$ cat src/rtl/div_resta_ctrl_pkg.sv
// Shared types and constants for the restoring divider controller.
package div_pkg;

  // Controller states: waiting, iterating, presenting the result.
  typedef enum logic [1:0] {
    IDLE = 2'd0,
    RUN  = 2'd1,
    DONE = 2'd2
  } div_state_t;

  // Bit positions inside the {N,Z,C,V} flag vector.
  localparam int FLAG_N = 3;
  localparam int FLAG_Z = 2;
  localparam int FLAG_C = 1;
  localparam int FLAG_V = 0;

endpackage

$ cat src/rtl/div_resta_ctrl_if.sv
// Execute-stage <-> divider handshake bundle.
interface div_resta_ctrl_if #(
  parameter int N = 32
);
  logic         start;
  logic [N-1:0] dividend;
  logic [N-1:0] divisor;
  logic         busy;
  logic         done;
  logic [N-1:0] quotient;
  logic [N-1:0] remainder;
  logic [3:0]   banderas;

  // Execute stage drives the request and reads back the result.
  modport master (
    output start, dividend, divisor,
    input  busy, done, quotient, remainder, banderas
  );

  // Divider consumes the request and drives the result.
  modport slave (
    input  start, dividend, divisor,
    output busy, done, quotient, remainder, banderas
  );
endinterface

$ cat src/rtl/div_resta_ctrl_step.sv
// One restoring-division step: trial subtract and borrow decision.
module div_step #(
  parameter int N = 32
) (
  input  logic [N:0]   partial,
  input  logic [N-1:0] divisor,
  output logic [N-1:0] next_rem,
  output logic         qbit
);
  logic [N:0] diff;

  // Single N+1-bit subtractor; a clear top bit means no borrow.
  always_comb begin
    diff     = partial - {1'b0, divisor};
    qbit     = ~diff[N];
    next_rem = qbit ? diff[N-1:0] : partial[N-1:0];
  end
endmodule

$ cat src/rtl/div_resta_ctrl.sv
// Multi-cycle unsigned restoring divider controller, one quotient bit per clock.
module div_resta_ctrl
  import div_pkg::*;
#(
  parameter int N  = 32,
  parameter int CW = $clog2(N)
) (
  input  logic       clk,
  input  logic       rst_n,
  div_resta_ctrl_if.slave bus
);
  div_state_t   state_q;
  logic [N-1:0] dq_q;        // dividend shifting out, quotient shifting in
  logic [N-1:0] rem_q;       // partial remainder
  logic [N-1:0] divisor_q;
  logic [CW-1:0] count_q;
  logic         busy_q;
  logic         done_q;
  logic [N-1:0] quotient_q;
  logic [N-1:0] remainder_q;
  logic [3:0]   banderas_q;

  logic [N:0]   partial_d;
  logic [N-1:0] rem_d;
  logic         qbit_d;
  logic [N-1:0] dq_d;

  assign partial_d = {rem_q, dq_q[N-1]};
  assign dq_d      = {dq_q[N-2:0], qbit_d};

  div_step #(.N(N)) u_step (
    .partial  (partial_d),
    .divisor  (divisor_q),
    .next_rem (rem_d),
    .qbit     (qbit_d)
  );

  // Controller FSM with iteration datapath and registered results.
  always_ff @(posedge clk or negedge rst_n) begin
    if (!rst_n) begin
      state_q     <= IDLE;
      dq_q        <= '0;
      rem_q       <= '0;
      divisor_q   <= '0;
      count_q     <= '0;
      busy_q      <= 1'b0;
      done_q      <= 1'b0;
      quotient_q  <= '0;
      remainder_q <= '0;
      banderas_q  <= '0;
    end else begin
      case (state_q)
        IDLE: begin
          if (bus.start) begin
            dq_q      <= bus.dividend;
            divisor_q <= bus.divisor;
            rem_q     <= '0;
            count_q   <= '0;
            if (bus.divisor == '0) begin
              // Divide-by-zero finishes at once with the conventional result.
              quotient_q          <= '1;
              remainder_q         <= bus.dividend;
              banderas_q          <= '0;
              banderas_q[FLAG_N]  <= 1'b1;
              banderas_q[FLAG_V]  <= 1'b1;
              done_q              <= 1'b1;
              state_q             <= DONE;
            end else begin
              busy_q  <= 1'b1;
              state_q <= RUN;
            end
          end
        end
        RUN: begin
          rem_q   <= rem_d;
          dq_q    <= dq_d;
          count_q <= count_q + CW'(1);
          if (count_q == CW'(N - 1)) begin
            quotient_q         <= dq_d;
            remainder_q        <= rem_d;
            banderas_q         <= '0;
            banderas_q[FLAG_N] <= dq_d[N-1];
            banderas_q[FLAG_Z] <= (dq_d == '0);
            busy_q             <= 1'b0;
            done_q             <= 1'b1;
            state_q            <= DONE;
          end
        end
        DONE: begin
          done_q  <= 1'b0;
          state_q <= IDLE;
        end
        default: state_q <= IDLE;
      endcase
    end
  end

  assign bus.busy      = busy_q;
  assign bus.done      = done_q;
  assign bus.quotient  = quotient_q;
  assign bus.remainder = remainder_q;
  assign bus.banderas  = banderas_q;
endmodule

$ cat src/flat_wrapper.sv
// flat-port wrapper written by rule: the top's interface ports become plain ports
module div_resta_ctrl_flat import div_pkg::*;
#(
  parameter int N  = 32,
  parameter int CW = $clog2(N)
)
  (clk, rst_n, bus_start, bus_dividend, bus_divisor, bus_busy, bus_done, bus_quotient, bus_remainder, bus_banderas);
  div_resta_ctrl_if #(.N(N)) bus_i ();
  input  logic clk;
  input  logic rst_n;
  input wire logic [$bits(bus_i.start)-1:0] bus_start;
  input wire logic [$bits(bus_i.dividend)-1:0] bus_dividend;
  input wire logic [$bits(bus_i.divisor)-1:0] bus_divisor;
  output wire logic [$bits(bus_i.busy)-1:0] bus_busy;
  output wire logic [$bits(bus_i.done)-1:0] bus_done;
  output wire logic [$bits(bus_i.quotient)-1:0] bus_quotient;
  output wire logic [$bits(bus_i.remainder)-1:0] bus_remainder;
  output wire logic [$bits(bus_i.banderas)-1:0] bus_banderas;
  assign bus_i.start = bus_start;
  assign bus_i.dividend = bus_dividend;
  assign bus_i.divisor = bus_divisor;
  assign bus_busy = bus_i.busy;
  assign bus_done = bus_i.done;
  assign bus_quotient = bus_i.quotient;
  assign bus_remainder = bus_i.remainder;
  assign bus_banderas = bus_i.banderas;
  div_resta_ctrl #(.N(N), .CW(CW)) u_core (.clk(clk), .rst_n(rst_n), .bus(bus_i));
endmodule
$ cat config.mk
export PLATFORM = sky130hd
export DESIGN_NAME = div_resta_ctrl_flat
export DESIGN_NICKNAME = d
export VERILOG_FILES = /design/src/rtl/div_resta_ctrl_pkg.sv /design/src/rtl/div_resta_ctrl_if.sv /design/src/rtl/div_resta_ctrl_step.sv /design/src/rtl/div_resta_ctrl.sv /design/src/flat_wrapper.sv
export SDC_FILE = /design/constraint.sdc
export NUM_CORES = 1
export LEC_CHECK = 0
export CORE_MARGIN = 3
export CORE_UTILIZATION = 26
export CTS_BUF_LIST = sky130_fd_sc_hd__clkbuf_4 sky130_fd_sc_hd__clkbuf_8
export DETAILED_ROUTE_END_ITERATION = 12
export HOLD_SLACK_MARGIN = 0.15
export PLACE_DENSITY = 0.46
export SYNTH_ARGS = -nofsm -noshare
export SYNTH_HDL_FRONTEND = slang
export SYNTH_SLANG_ARGS = --single-unit
$ cat constraint.sdc
create_clock -name clk -period 3.2 [get_ports clk]
set_clock_uncertainty 0.15 [all_clocks]
set_input_delay 0.96 -clock clk [delete_from_list [all_inputs] [get_ports clk]]
set_output_delay 0.96 -clock clk [all_outputs]
set_load 0.01 [all_outputs]
==> run summary <==
Max-slew headroom -> 57.7%
CP Data Required Time -> 3.42 ns
EDFF count, synth -> 0
Die width -> 195 µm
Layout cell share with drive strength beyond 1 -> 23.8%
Clock share of power -> 8.7%
Peak VDD IR -> 529 µV
Fmax achieved -> 295 MHz
Most frequent cells in the layout -> 174 x buf_4, 171 x dfrtp_1, 168 x nor2_1
Xor/xnor share of the synthesized area -> 2.18%
Yosys reg bits -> 171
Crit start category -> flip-flop
Vias in the first global route -> 9093
Main combinational cell family by area after synthesis -> simple AND/OR/NAND/NOR gates
Area contributors post-synth -> dfrtp_1 46%, nor2_1 6.9%, nand2_1 5.5%
Place WS -> -0.378 ns
Die area -> 0.0379 mm²
Global route total overflow -> 0
Mux cell area share after synthesis -> 0.811%
I/O Pins -> 137
Antenna diode count -> 0
Comb pwr share -> 70.8%
Port bufs -> 135
Buf/Inv on CP -> 4
CP delay by family, top -> compound AO/OA/AOI/OAI gates
Hold Violations, Final -> 0
Final Critical Period -> 3.39 ns
Post-synthesis async set-or-reset flop share -> 100%
GRT Overall Usage -> 17.9%
Die Y -> 195 µm
Residual DRC -> 0
Row Count -> 68
Synthesized area -> 0.00925 mm²
ANT nets after route -> 0
Leakage power figure -> 5.84 nW
Fin. max-slew vios -> 0
Total of max-cap violations -> 0
1st-pass router iterations -> 4
Crit path capture type -> flip-flop
Area share of and/or/nand/nor cells after synthesis -> 22.3%
Sw Ratio -> 45.4%
Failing checks -> setup timing
CP max stage cell -> a2111oi_4
Worst-Skew Late Latency -> 0.48 ns
Critical-path cell list -> ha_2 -> inv_2 -> fa_2 -> a211o_1 -> a21oi_2 -> or3_4 -> a2111oi_4 -> buf_4 -> o211ai_1 -> nand3_2 -> buf_6 -> clkbuf_16 -> nor3_1 -> o32a_1
P_sw -> 8.88 mW
Top FF cell, synth -> dfrtp_1
CTS tree -> done
Initial DRC count -> 518
Crit share post-route -> 106%
Internal -> 10.7 mW
Synth area leader -> dfrtp_1
Max clock buf depth -> 2
Worst Path Max Fanout -> 5
Most common cell after layout, fill and taps aside -> buf_4
Post-synthesis cell count -> 1084
H-tree levels -> 4
Tightest Pin Transition -> 0.634 ns
Post-Syn Nets -> 1186
Mapped Avg Cell Area -> 8.53 µm²
Core Area -> 0.0348 mm²
Sequential power share -> 20.5%
Crit path DAT -> 3.61 ns
Reg clk slew, reported paths -> 0.11 ns
Initial Utilization -> 26.6%
Final WL -> 34.5 mm
Sequential area share after synthesis -> 46.3%
Final number of setup-violating endpoints -> 67
Clk sink count -> 171
Unrepaired setup endpoints after global routing -> true
Gpl congestion -> 0.844
Yosys top cell area share -> 46.3%
Placed insts -> 1802
Average vias per placed instance -> 4.88
Status -> finished, violations left
Yosys warning total -> 0
Initial antenna violation count -> 0
Root buf cell -> clkbuf_8
Synthesis-to-finish area growth -> 48.0%
Routed vias -> 9014
NumNets Final -> 1480
Pin count of the biggest net entering global routing -> 72
Compound-Gate Fraction of Synth Area -> 18.7%
Worst path max stage delay -> 0.48 ns
CP Class -> reg -> reg
TritonCTS buffer count -> 17
Adder-cell area share of the yosys netlist -> 4.81%
Post-route insts no fill -> 1846
Pwr/cell area -> 1430 mW/mm²
Wire length of the first global-routing pass -> 53.0 mm
Library cells used by synthesis -> 62
WL per Instance -> 18.7 µm
Setup ws final -> -0.191 ns
Worst min-delay path category -> reg -> reg
Final HPWL DP -> 26.3 mm
## cells in the mapped netlist, types with 10 or more instances
master / instances
a21o_1: 10
a21oi_1: 95
a31oi_1: 27
clkbuf_1: 49
dfrtp_1: 171
ha_1: 34
inv_1: 41
nand2_1: 135
nand3_1: 56
nand4_1: 12
nor2_1: 169
nor3_1: 41
nor4_1: 17
o211ai_1: 10
o21ai_0: 71
xnor2_1: 18
## final timing paths
check                      cells after the start                       to                start  slack [ns]
min reg2reg                                    1        u_core.count_q[3]    u_core.count_q[3]        0.35
max                                           14  u_core.bus.remainder[7]  u_core.divisor_q[0]       -0.19
min in group asynchronous                      2         u_core.rem_q[10]                rst_n        0.74
max reg2reg                                   14  u_core.bus.remainder[7]  u_core.divisor_q[0]       -0.19
min                                            1        u_core.count_q[3]    u_core.count_q[3]        0.35
max in group asynchronous                      3      u_core.divisor_q[0]                rst_n        1.43
## worst register-to-register path, cell delays in order (launching register included)
cell	delay [ns]
dfrtp_1	0.40
ha_2	0.19
inv_2	0.05
fa_2	0.19
a211o_1	0.16
a21oi_2	0.07
or3_4	0.39
a2111oi_4	0.48
buf_4	0.19
o211ai_1	0.13
nand3_2	0.18
buf_6	0.13
clkbuf_16	0.13
nor3_1	0.06
o32a_1	0.37
## flip-flops by register name, indices dropped and copies added, names as in the netlist
| name | cells |
|---|---|
| u_core.bus.banderas | 3 |
| u_core.bus.busy | 1 |
| u_core.bus.done | 1 |
| u_core.bus.quotient | 31 |
| u_core.bus.remainder | 32 |
| u_core.count_q | 5 |
| u_core.divisor_q | 32 |
| u_core.dq_q | 32 |
| u_core.rem_q | 32 |
| u_core.state_q | 2 |
## through the flow
stage                     area, µm²  power, mW  setup TNS (ns)  utilization (%)  hold slack (ns)
after floorplan                9250       10.2               0                -            0.299
after global routing          13700       21.1          -12.91             39.3            0.386
final                         13700       19.6           -5.56             39.3            0.351
after global placement        12500       15.4          -19.71             35.8            0.322
after CTS                     13200       18.1           -5.55             37.8            0.356
after detailed placement      12500       15.5          -24.95             35.8            0.331
## power by group through the flow
stage	combinational (mW)	sequential, mW	clock, mW
final	13.9	4.02	1.70
after CTS	12.4	4.01	1.75
after global placement	11.4	4.05	0
after detailed placement	11.5	4.04	0
after global routing	15.1	4.14	1.84
after floorplan	6.34	3.91	0
## layout make-up
| cell class | instances | area, µm² |
|---|---|---|
| fill | 3538 | 21100 |
| multi-input combinational | 806 | 5080 |
| sequential | 171 | 4280 |
| timing repair buffer | 341 | 3180 |
| tap | 455 | 569 |
| clock buffer | 18 | 248 |
| clock inverter | 14 | 179 |
| inverter | 41 | 155 |
## layer usage
layer | vias up | part of all wire, % | track usage (%)
li1 | 4403 | - | -
met1 | 4412 | 47 | 24.4
met2 | 171 | 49 | 30.1
met3 | 28 | 2.8 | 2.31
met4 | 0 | 1.7 | 4.55
met5 | - | 0 | 0
## repair_timing
item	4_1_cts	5_1_grt
hold buffers	1	0
gates cloned	0	2
setup endpoints to repair	66	85
resized for setup	54	79
hold endpoints to repair	11	0
setup buffers	5	11
pin swaps	13	36
## logic make-up (layout without fill, tap and decap cells)
logic type | count (synthesis) | in the layout
AOI/OAI and AO/OA | 276 | 276
xor gates and xnor gates | 23 | 23
adders and majority gates | 35 | 35
buffers and inverters | 107 | 414
DFF | 171 | 171
muxes | 7 | 7
other | 1 | 1
and+or+nand+nor | 464 | 464
(Power assumes the default switching activity.)
